==> src/rtl/mul_pipe_arbiter.sv <==
// Round-robin front end that shares one external pipelined 8x8 multiplier among N_REQ requesters.
// Define MUL_ARB_STATS_EN to add the issue_cnt / inflight statistics outputs.
module mul_pipe_arbiter #(
   parameter int unsigned N_REQ   = 4,
   parameter int unsigned MUL_LAT = 8,
   parameter int unsigned ID_W    = 2
) (
   input  logic                 CLK,
   input  logic                 RST,
   input  logic                 en,
   input  logic [N_REQ-1:0]     req_valid,
   input  logic [8*N_REQ-1:0]   req_a,
   input  logic [8*N_REQ-1:0]   req_b,
   output logic [N_REQ-1:0]     req_ready,
   output logic [7:0]           mul_a,
   output logic [7:0]           mul_b,
   input  logic [15:0]          mul_product,
   output logic [N_REQ-1:0]     rsp_valid,
   output logic [15:0]          rsp_product,
   output logic                 busy
`ifdef MUL_ARB_STATS_EN
   ,
   output logic [15:0]          issue_cnt,
   output logic [3:0]           inflight
`endif
);

   logic [ID_W-1:0]    rr_ptr_q, rr_ptr_d;
   logic [MUL_LAT-1:0] tag_v_q, tag_v_d;
   logic [ID_W-1:0]    tag_id_q [MUL_LAT];
   logic [ID_W-1:0]    tag_id_d [MUL_LAT];
   logic [N_REQ-1:0]   rsp_valid_q, rsp_valid_d;
   logic [15:0]        rsp_product_q, rsp_product_d;
   logic               busy_q, busy_d;

   logic               xfer;
   logic [ID_W-1:0]    gnt_id;
   logic [ID_W-1:0]    cand_id;
   int unsigned        cand;

   // Circular search starting at rr_ptr; the first valid requester wins.
   always_comb begin
      xfer    = 1'b0;
      gnt_id  = '0;
      cand    = 0;
      cand_id = '0;
      for (int unsigned k = 0; k < N_REQ; k++) begin
         cand = 32'(rr_ptr_q) + k;
         if (cand >= N_REQ) cand = cand - N_REQ;
         cand_id = ID_W'(cand);
         if (en && !xfer && req_valid[cand_id]) begin
            xfer   = 1'b1;
            gnt_id = cand_id;
         end
      end
   end

   always_comb begin
      req_ready = '0;
      mul_a     = '0;
      mul_b     = '0;
      if (xfer) begin
         req_ready[gnt_id] = 1'b1;
         mul_a             = req_a[{gnt_id, 3'b000} +: 8];
         mul_b             = req_b[{gnt_id, 3'b000} +: 8];
      end
   end

   always_comb begin
      rr_ptr_d = rr_ptr_q;
      if (xfer) rr_ptr_d = (gnt_id == ID_W'(N_REQ - 1)) ? '0 : gnt_id + 1'b1;

      tag_v_d     = {tag_v_q[MUL_LAT-2:0], xfer};
      tag_id_d[0] = gnt_id;
      for (int unsigned s = 1; s < MUL_LAT; s++) tag_id_d[s] = tag_id_q[s-1];

      // The tail stage lines up with the product currently leaving the multiplier.
      rsp_valid_d   = '0;
      rsp_product_d = rsp_product_q;
      if (tag_v_q[MUL_LAT-1]) begin
         rsp_valid_d[tag_id_q[MUL_LAT-1]] = 1'b1;
         rsp_product_d                    = mul_product;
      end

      busy_d = (|tag_v_d) | (|rsp_valid_d);
   end

   always_ff @(posedge CLK or negedge RST) begin
      if (!RST) begin
         rr_ptr_q      <= '0;
         tag_v_q       <= '0;
         for (int unsigned s = 0; s < MUL_LAT; s++) tag_id_q[s] <= '0;
         rsp_valid_q   <= '0;
         rsp_product_q <= '0;
         busy_q        <= 1'b0;
      end else begin
         rr_ptr_q      <= rr_ptr_d;
         tag_v_q       <= tag_v_d;
         for (int unsigned s = 0; s < MUL_LAT; s++) tag_id_q[s] <= tag_id_d[s];
         rsp_valid_q   <= rsp_valid_d;
         rsp_product_q <= rsp_product_d;
         busy_q        <= busy_d;
      end
   end

   assign rsp_valid   = rsp_valid_q;
   assign rsp_product = rsp_product_q;
   assign busy        = busy_q;

`ifdef MUL_ARB_STATS_EN
   logic [15:0] issue_cnt_q, issue_cnt_d;
   logic [3:0]  inflight_q, inflight_d;

   always_comb begin
      issue_cnt_d = issue_cnt_q;
      if (xfer && (issue_cnt_q != '1)) issue_cnt_d = issue_cnt_q + 16'd1;
      inflight_d = 4'($countones(tag_v_d));
   end

   always_ff @(posedge CLK or negedge RST) begin
      if (!RST) begin
         issue_cnt_q <= '0;
         inflight_q  <= '0;
      end else begin
         issue_cnt_q <= issue_cnt_d;
         inflight_q  <= inflight_d;
      end
   end

   assign issue_cnt = issue_cnt_q;
   assign inflight  = inflight_q;
`endif

endmodule

==> config.mk <==
export PLATFORM = sky130hd
export DESIGN_NAME = mul_pipe_arbiter
export DESIGN_NICKNAME = d
export VERILOG_FILES = /design/src/rtl/mul_pipe_arbiter.sv
export SDC_FILE = /design/constraint.sdc
export NUM_CORES = 1
export LEC_CHECK = 0
export CORE_MARGIN = 5
export CORE_UTILIZATION = 35
export CTS_CLUSTER_DIAMETER = 40
export CTS_CLUSTER_SIZE = 20
export DETAILED_ROUTE_END_ITERATION = 16
export GPL_TIMING_DRIVEN = 0
export PLACE_DENSITY = 0.68
export SYNTH_ARGS = -nofsm -noshare
export SYNTH_HDL_FRONTEND = slang
export SYNTH_SLANG_ARGS = --single-unit
==> constraint.sdc <==
create_clock -name CLK -period 6.15 [get_ports CLK]
set_clock_uncertainty 0.05 [all_clocks]
set_input_delay 1.23 -clock CLK [delete_from_list [all_inputs] [get_ports CLK]]
set_output_delay 1.23 -clock CLK [all_outputs]
set_load 0.005 [all_outputs]
**Word-level counts from Yosys, hierarchy flattened**

Index checks and enable logic that the tools add are counted.

- Logic and storage cells: 80
- Input bits: 87
- Bits in registers: 47

- $add $sub $neg: 8
- Bitwise operators: 1
- Mux-type cells: 29
- Equality and inequality tests: 1
- Shift-type cells: 2
- Reduce and logical (&&, ||, !) cells: 14
- Order comparisons: 12

Operator list:

| operator | count |
|---|---|
| $shiftx A32 B6 Y8 | 2 |
| $lt A2 B3 Y1 const B | 6 |
| $mux W2 | 9 |
| $mux W8 | 2 |
| $mux W1 | 10 |
| $ge A3 B3 Y1 const B | 3 |
| $logic_and A1 B1 Y1 | 9 |
| $bmux W1 S2 | 4 |
| $mux W4 | 2 |
| $reduce_or A8 Y1 | 1 |
| $sub A2 B1 Y2 const B | 4 |
| $add A2 B2 Y3 const B | 2 |
| $demux W1 S2 | 2 |
| $ge A2 B1 Y1 const B | 2 |
| $reduce_or A4 Y1 | 1 |
| $add A2 B1 Y3 const B | 1 |
| $ge A2 B3 Y1 const B | 1 |
| $logic_not A1 Y1 | 3 |
| $add A2 B1 Y2 const B | 1 |
| $eq A2 B2 Y1 const B | 1 |
| $or A1 B1 Y1 | 1 |

**Longest topological paths before layout**

Gate-level depths: netlist (run 1).

- Depth in word-level cells: 23
- Gate-level depth with buffers: 9
- Gate-level depth less buffers: 7

**Least setup slack after synthesis (run 1)**

Ideal clock, no wire load.

- Kind: input -> output
- Start point: in req_valid[3]
- End point: out req_ready[1]
- Arrival time: 2.603 ns
- Stages: 9
- Data required time: 4.870 ns
- Path buffers: 2
- Slack: 2.267 ns
- Cell sequence: buf_6 -> nor4b_2 -> o21a_2 -> o22ai_2 -> o21bai_4 -> buf_6 -> inv_1 -> ha_1 -> and2_1

- Cells in the longest elaborated chain, start to end: 21
- Elaborated cells on any way between the ends: 32

RTL lines:

| what | RTL line | text |
|---|---|---|
| from (decl) | 11 | `input logic [N_REQ-1:0] req_valid,` |
| $bmux W1 S2 | 51 | `if (en && !xfer && req_valid[cand_id]) begin` |
| $mux W1 (implied by the code) | 51 |  |
| $logic_and A1 B1 Y1 | 51 |  |
| $mux W1 | 51 |  |
| $logic_not A1 Y1 | 51 |  |
| $logic_and A1 B1 Y1 (2 in a row) | 51 |  |
| $mux W1 | 51 |  |
| $logic_not A1 Y1 | 51 |  |
| (+4 left out) | -- |  |
| $logic_and A1 B1 Y1 (2 in a row) | 51 |  |
| $mux W2 * | 51 |  |
| named net gnt_id[1] | 37 | `logic [ID_W-1:0] gnt_id;` |
| $lt A2 B3 Y1 (implied by the code) / $ge A2 B1 Y1 (equally long branches) | 63 | `req_ready[gnt_id] = 1'b1;` |
| $logic_and A1 B1 Y1 (implied by the code) | 63 |  |
| $mux W1 (implied by the code) | 63 |  |
| $demux W1 S2 * | 63 |  |
| $mux W4 * | 62 | `if (xfer) begin` |
| to (decl) | 14 | `output logic [N_REQ-1:0] req_ready,` |

Mark *: on every way through the listed nets, which the timed path passes. The rest lies on a longest branch. The select of a mux whose other input is x is not followed.

**Worst setup path after layout (run 1)**

- Start point: in en
- End point: out req_ready[2]

- Cells in the longest elaborated chain, start to end: 19
- Elaborated cells on any way between the ends: 24

RTL lines:

| what | RTL line | text |
|---|---|---|
| from (decl) | 10 | `input logic en,` |
| $logic_and A1 B1 Y1 | 51 |  |
| $mux W1 | 51 |  |
| $logic_not A1 Y1 | 51 |  |
| $logic_and A1 B1 Y1 (2 in a row) | 51 |  |
| $mux W1 | 51 |  |
| $logic_not A1 Y1 | 51 |  |
| $logic_and A1 B1 Y1 (2 in a row) | 51 |  |
| $mux W1 | 51 |  |
| $logic_not A1 Y1 | 51 |  |
| $logic_and A1 B1 Y1 (2 in a row) | 51 |  |
| $mux W2 * | 51 |  |
| named net gnt_id[0] | 37 |  |
| $lt A2 B3 Y1 (implied by the code) / $ge A2 B1 Y1 (equally long branches) | 63 |  |
| $logic_and A1 B1 Y1 (implied by the code) | 63 |  |
| $mux W1 (implied by the code) | 63 |  |
| $demux W1 S2 * | 63 |  |
| $mux W4 * | 62 |  |

Mark *: on every way through the listed nets, which the timed path passes. The rest lies on a longest branch.

==> results of run 1 <==
## registers in the layout, summed over array words and instances, names as in the netlist
signal and count:
rsp_valid 4, tag_id_d 14, tag_id_q 2, rr_ptr_q 2
tag_v_q 8, busy 1, rsp_product 16
## cell usage in the layout, fill, tap and decap left out, types with 3 or more instances in the layout
| cell type | n |
|---|---|
| clkdlybuf4s50_1 | 125 |
| o211ai_1 | 64 |
| dfrtp_1 | 47 |
| o21ai_0 | 33 |
| nand3_1 | 32 |
| a22o_1 | 16 |
| mux2_2 | 16 |
| clkbuf_1 | 12 |
| buf_2 | 11 |
| buf_6 | 6 |
| nor2_1 | 5 |
| inv_1 | 5 |
| and2_1 | 5 |
| clkbuf_8 | 5 |
| nand2_1 | 4 |
| a21oi_1 | 4 |
| ha_1 | 4 |
| a21o_1 | 3 |
| clkbuf_2 | 3 |
## layer usage
layer / vias up / GRT usage
li1: 1427 / -
met3: 16 / 0.0437
met2: 150 / 0.297
met5: - / 0
met1: 1418 / 0.231
met4: 0 / 0.0585
## metrics by stage
step | power [mW] | setup WS, ns | instance area [µm²]
6_report | 1.44 | 1.07 | 4460
5_1_grt | 1.54 | 0.893 | 4460
4_1_cts | 1.45 | 1.06 | 4460
3_5_place_dp | 1.28 | 1.08 | 4380
3_3_place_gp | 1.26 | 1.12 | 4370
2_1_floorplan | 0.888 | 2.27 | 2980
## area by class of cell
cell class	instances	area, µm²
multi-input cells	216	1600
inverters	6	22.5
repair buffers	127	1280
fillers	744	3800
clock buffers	6	72.6
well taps	105	131
flip-flops and latches	47	1180
plain buffers	31	181
## power breakdown
| group | switching, mW | internal, mW | total (mW) |
|---|---|---|---|
| clock | 0.0872 | 0.0757 | 0.163 |
| combinational | 0.369 | 0.443 | 0.812 |
| sequential | 0.0481 | 0.412 | 0.460 |
## logic make-up after synthesis
group	count (synthesis)	synth area share
AOI/OAI and AO/OA	133	0.333
and+or+nand+nor	60	0.110
DFF	47	0.395
buffers and inverters	37	0.0685
muxes	18	0.0732
adders and majority gates	4	0.0168
xor gates and xnor gates	1	0.00294
## worst min path at each step
| stage | depth (start not counted) | end | slack (ns) | startpoint |
|---|---|---|---|---|
| after floorplan | 0 | tag_id_d[0] | 0.28 | tag_id_d[2] |
| after global placement | 0 | tag_id_d[8] | 0.28 | tag_id_d[10] |
| after detailed placement | 0 | tag_id_d[3] | 0.29 | tag_id_d[5] |
| after CTS | 0 | tag_id_q[0] | 0.30 | tag_id_d[0] |
| after global routing | 0 | tag_id_q[0] | 0.31 | tag_id_d[0] |
| final | 0 | tag_id_d[3] | 0.30 | tag_id_d[5] |
==> results.py, run 1 <==
metrics = {
    "cts": {
        "cts_resized": 0,
        "cts_setup_buffers": 0,
        "cts_max_path_buffers": 2,
        "clockRootBuffer": "clkbuf_8",
        "h-tree-depth": 2,
        "clkSinkCount": 47,
        "ctsHoldBuffers": 0,
        "cts_tree": "yes",
        "clkTransAtPathRegs_ns": 0.07,
        "clock_latency_ns": 0.29,
        "cts_buffers": 5,
    },
    "timing": {
        "max_freq_mhz": 197,
        "holdWs_ns": 0.300,
        "slew-limit-headroom": 0.650,
        "tightestPinTransition_ns": 0.525,
        "hold_viol": 0,
        "min_period_ns": 5.08,
        "post-route-period-util": 0.827,
        "setup_violations": 0,
        "slew_violations": 0,
        "setup_tns_ns": 0,
        "rsz0062_at_grt": "false",
    },
    "min_path": {
        "min_path_type": "register to register",
    },
    "synth": {
        "synthFlopType": "dfrtp_1",
        "synth_cell_types": 46,
        "synth.area.top_cells": "dfrtp_1, o211ai_1, mux2_2",
        "synth_top_cell_by_area": "dfrtp_1",
        "yosysMostFrequentCell": "o211ai_1",
        "synth_edf_count": 0,
        "syn_area_um2": 2980,
        "avgSynthCellArea_um2": 9.92,
        "ys.warnings.count": 0,
        "synth-seq-cells": 47,
        "yosysTopAreaCellShare": 0.395,
        "synth_cells": 300,
        "ys_seq_area_frac": 0.395,
        "synthArstFlopShare": 1.00,
        "synth.top_cells.by_count": "o211ai_1, dfrtp_1, o21ai_0",
        "synth_nets": 391,
    },
    "power": {
        "power_density_nw_per_um2": 322,
        "ir_drop_mv": 0.114,
        "p_leak_nw": 1.69,
    },
    "finish": {
        "finalNonFillerCells": 538,
        "area_delta_synth_final_pct": 49.7,
        "antenna_cells": 0,
        "fin_util": 0.540,
        "final_nets": 525,
        "drive_gt1_frac": 0.139,
    },
    "worst_setup_path": {
        "start_kind": "input pin",
        "reg2reg_slack_ns": 3.87,
        "max_stage_delay_ns": 0.61,
        "r2r_end": "rr_ptr_q[1]",
        "worst-path-stages": 9,
        "cpLargestDelayFamily": "buffers and inverters",
        "reg2reg_from": "rr_ptr_q[1]",
        "endpoint": "req_ready[2]",
        "critPathBufInv": 4,
        "worst_setup_path_end_kind": "output port",
        "startpoint": "en",
        "path_common_cell": "clkdlybuf4s50_1",
        "reg2regPathDepth": 6,
        "critPathKind": "input pin to output port",
        "cp.arrival_ns": 3.80,
        "cp_max_fo": 10,
        "crit_required_ns": 4.87,
        "worstPathCellList": "clkdlybuf4s50_1 -> nand2_1 -> a21oi_1 -> buf_2 -> a21o_1 -> inv_1 -> ha_1 -> and2_1 -> clkdlybuf4s50_1",
        "critPathSlowestCell": "clkdlybuf4s50_1",
    },
    "grt": {
        "grt_max_degree": 28,
        "grt_pass1_vias": 3043,
        "grt_pass1_wl_mm": 14.9,
        "antenna_found_initial": 0,
        "grt_use_total": 0.179,
        "gr-total-overflow": 0,
    },
    "detailed_routing": {
        "wl_met1_mm": 3.90,
        "postRouteAntennaNets": 0,
        "wl_per_cell_um": 18.0,
        "firstDrtPassIters": 4,
        "wl_met3_um": 871,
        "wirelength_mm": 9.68,
        "drt_iter0_drc": 122,
        "avgViaCountPerCell": 5.60,
        "wl_met2_mm": 4.74,
        "highest_layer": "met4",
        "drc_errors": 0,
        "vias": 3011,
    },
    "floorplan": {
        "io_pins": 128,
        "die_y_um": 102,
        "die_width_um": 102,
        "core-area_um2": 8260,
        "initial_core_util": 0.360,
        "rows": 33,
        "dieArea_um2": 10400,
    },
    "placement": {
        "portBuffers": 126,
        "dp_hpwl_mm": 7.62,
        "dp.cells": 532,
        "place_congestion": 0.847,
    },
    "job": {
        "maxCapViolCount": 0,
    },
    "run_status": {
        "status": "complete, no violations",
    },
}
(Power assumes the default switching activity.)
==> run 2: changes to the inputs <==
Settings changed: PLACE_DENSITY 0.68 to 0.71.
Clock period 6.15 ns to 4.58 ns, I/O delays scaled along.
==> run 2 against run 1 <==
Net effect:
- utilization grew 0.41 points
- via count increased by 0.23%
- sequential power is 34% higher
- largest power group unchanged
- clock power grew 55%
- setup slack got worse by 0.90 ns
- die area unchanged
- clock-buffer cell count unchanged
- non-clock buffer count did not move
- register-to-register slack lost 1.5 ns
==> results.py, run 2 (same netlist as run 1, synthesis figures left out) <==
metrics = {
    "run_status": {
        "status": "complete, no violations",
    },
    "detailed_routing": {
        "vias": 3018,
        "firstDrtPassIters": 4,
        "wirelength_mm": 9.22,
        "drc_errors": 0,
        "wl_per_cell_um": 17.1,
        "avgViaCountPerCell": 5.59,
        "postRouteAntennaNets": 0,
        "drt_iter0_drc": 146,
    },
    "timing": {
        "slew-limit-headroom": 0.644,
        "post-route-period-util": 0.963,
        "min_period_ns": 4.41,
        "setup_tns_ns": 0,
        "tightestPinTransition_ns": 0.534,
        "slew_violations": 0,
        "max_freq_mhz": 227,
        "rsz0062_at_grt": "false",
        "hold_viol": 0,
        "setup_violations": 0,
    },
    "floorplan": {
        "rows": 33,
        "die_y_um": 102,
        "initial_core_util": 0.360,
        "io_pins": 128,
        "core-area_um2": 8260,
        "die_width_um": 102,
        "dieArea_um2": 10400,
    },
    "worst_setup_path": {
        "cp_max_fo": 10,
        "crit_required_ns": 3.61,
        "worst_setup_path_end_kind": "output port",
        "reg2reg_slack_ns": 2.33,
        "cp.arrival_ns": 3.45,
        "start_kind": "input pin",
        "worstPathCellList": "clkdlybuf4s50_1 -> nand2b_1 -> a21oi_2 -> clkbuf_1 -> o211ai_1 -> o211ai_1 -> a22o_1 -> clkdlybuf4s50_1",
        "critPathKind": "input pin to output port",
        "r2r_end": "rr_ptr_q[1]",
        "critPathSlowestCell": "clkdlybuf4s50_1",
        "reg2reg_from": "rr_ptr_q[1]",
        "reg2regPathDepth": 7,
        "max_stage_delay_ns": 0.57,
    },
    "cts": {
        "cts_buffers": 5,
        "cts_max_path_buffers": 2,
        "clkTransAtPathRegs_ns": 0.08,
        "cts_setup_buffers": 0,
        "h-tree-depth": 2,
        "cts_resized": 0,
        "ctsHoldBuffers": 0,
        "clkSinkCount": 47,
        "clock_latency_ns": 0.29,
        "clockRootBuffer": "clkbuf_8",
        "cts_tree": "yes",
    },
    "grt": {
        "grt_pass1_vias": 3026,
        "gr-total-overflow": 0,
        "grt_pass1_wl_mm": 14.3,
        "grt_max_degree": 40,
        "antenna_found_initial": 0,
        "grt_use_total": 0.169,
    },
    "power": {
        "p_sw_frac": 0.350,
        "pwr-share-clk": 0.129,
        "seqPwrFrac": 0.315,
        "comb_power_share": 0.556,
        "ir_drop_mv": 0.167,
        "p_leak_nw": 1.70,
        "cell_internal_pwr_mw": 1.27,
        "switching_power_mw": 0.687,
        "power.total_mw": 1.96,
        "power_density_nw_per_um2": 436,
    },
    "placement": {
        "place_congestion": 0.872,
        "dp_hpwl_mm": 7.33,
        "dp.cells": 532,
        "portBuffers": 126,
    },
    "finish": {
        "layout_common_cells": "clkdlybuf4s50_1, o211ai_1, dfrtp_1",
        "area_delta_synth_final_pct": 50.9,
        "fill_cells": 745,
        "final_common_cell": "clkdlybuf4s50_1",
        "fin_util": 0.544,
        "finalNonFillerCells": 540,
        "seqCellArea_um2": 1180,
        "antenna_cells": 0,
        "multi_input_area_um2": 1600,
        "drive_gt1_frac": 0.149,
        "largest_reg_flops": 16,
        "final_nets": 525,
    },
    "min_path": {
        "worstHoldStart": "tag_id_d[3]",
        "hold_depth": 0,
        "min_path_type": "register to register",
        "worstHoldEndpoint": "tag_id_d[1]",
    },
    "job": {
        "maxCapViolCount": 0,
    },
}
## run 2: changes by cell type in the layout (fill, tap and decap cells not counted), sizes merged
cell,change
buf,+1
clkbuf,-1
clkinv,+1
clkinvlp,+1
## run 2: worst max-delay path by stage
stage / end / start / cells past startpoint / slack (ns)
global route: mul_a[3] / req_valid[0] / 8 / 0.005
finish: mul_a[3] / req_valid[0] / 8 / 0.17
CTS: req_ready[2] / en / 9 / 0.17
floorplan: req_ready[1] / req_valid[3] / 9 / 1.33
global placement: req_ready[2] / en / 9 / 0.21
detailed placement: req_ready[2] / en / 9 / 0.18
## run 2: per-layer routing
layer | GRT usage | up-vias | part of all wire
li1 | - | 1429 | -
met2 | 0.298 | 132 | 0.51
met5 | 0 | - | 0
met1 | 0.212 | 1439 | 0.40
met3 | 0.0294 | 18 | 0.070
met4 | 0.0525 | 0 | 0.023
## run 2: worst max-delay path: cells and delay by family
family	cells	cell delay, ns
compound gates	4	0.78
buf+inv	3	1.51
simple gates	1	0.25
## run 2: metrics by stage
stage / setup WS (ns) / hold WS [ns] / instance area (µm²)
global placement: 0.210 / 0.284 / 4370
global route: 0.00546 / 0.313 / 4490
finish: 0.168 / 0.301 / 4490
CTS: 0.168 / 0.304 / 4480
floorplan: 1.33 / 0.281 / 2980
detailed placement: 0.177 / 0.286 / 4380
## run 2: area by class of cell
| cell class | instances | share of cell area |
|---|---|---|
| multi-input cells | 216 | 0.357 |
| repair buffers | 127 | 0.284 |
| flip-flops and latches | 47 | 0.262 |
| plain buffers | 31 | 0.0404 |
| well taps | 105 | 0.0293 |
| clock buffers | 6 | 0.0184 |
| inverters | 6 | 0.00502 |
| clock inverters | 2 | 0.00362 |
## run 2: power groups by stage
stage	sequential [mW]	clock (mW)	combinational, mW
floorplan	0.620	0	0.573
global placement	0.619	0	1.07
detailed placement	0.628	0	1.09
CTS	0.620	0.261	1.09
global route	0.639	0.279	1.17
finish	0.618	0.252	1.09
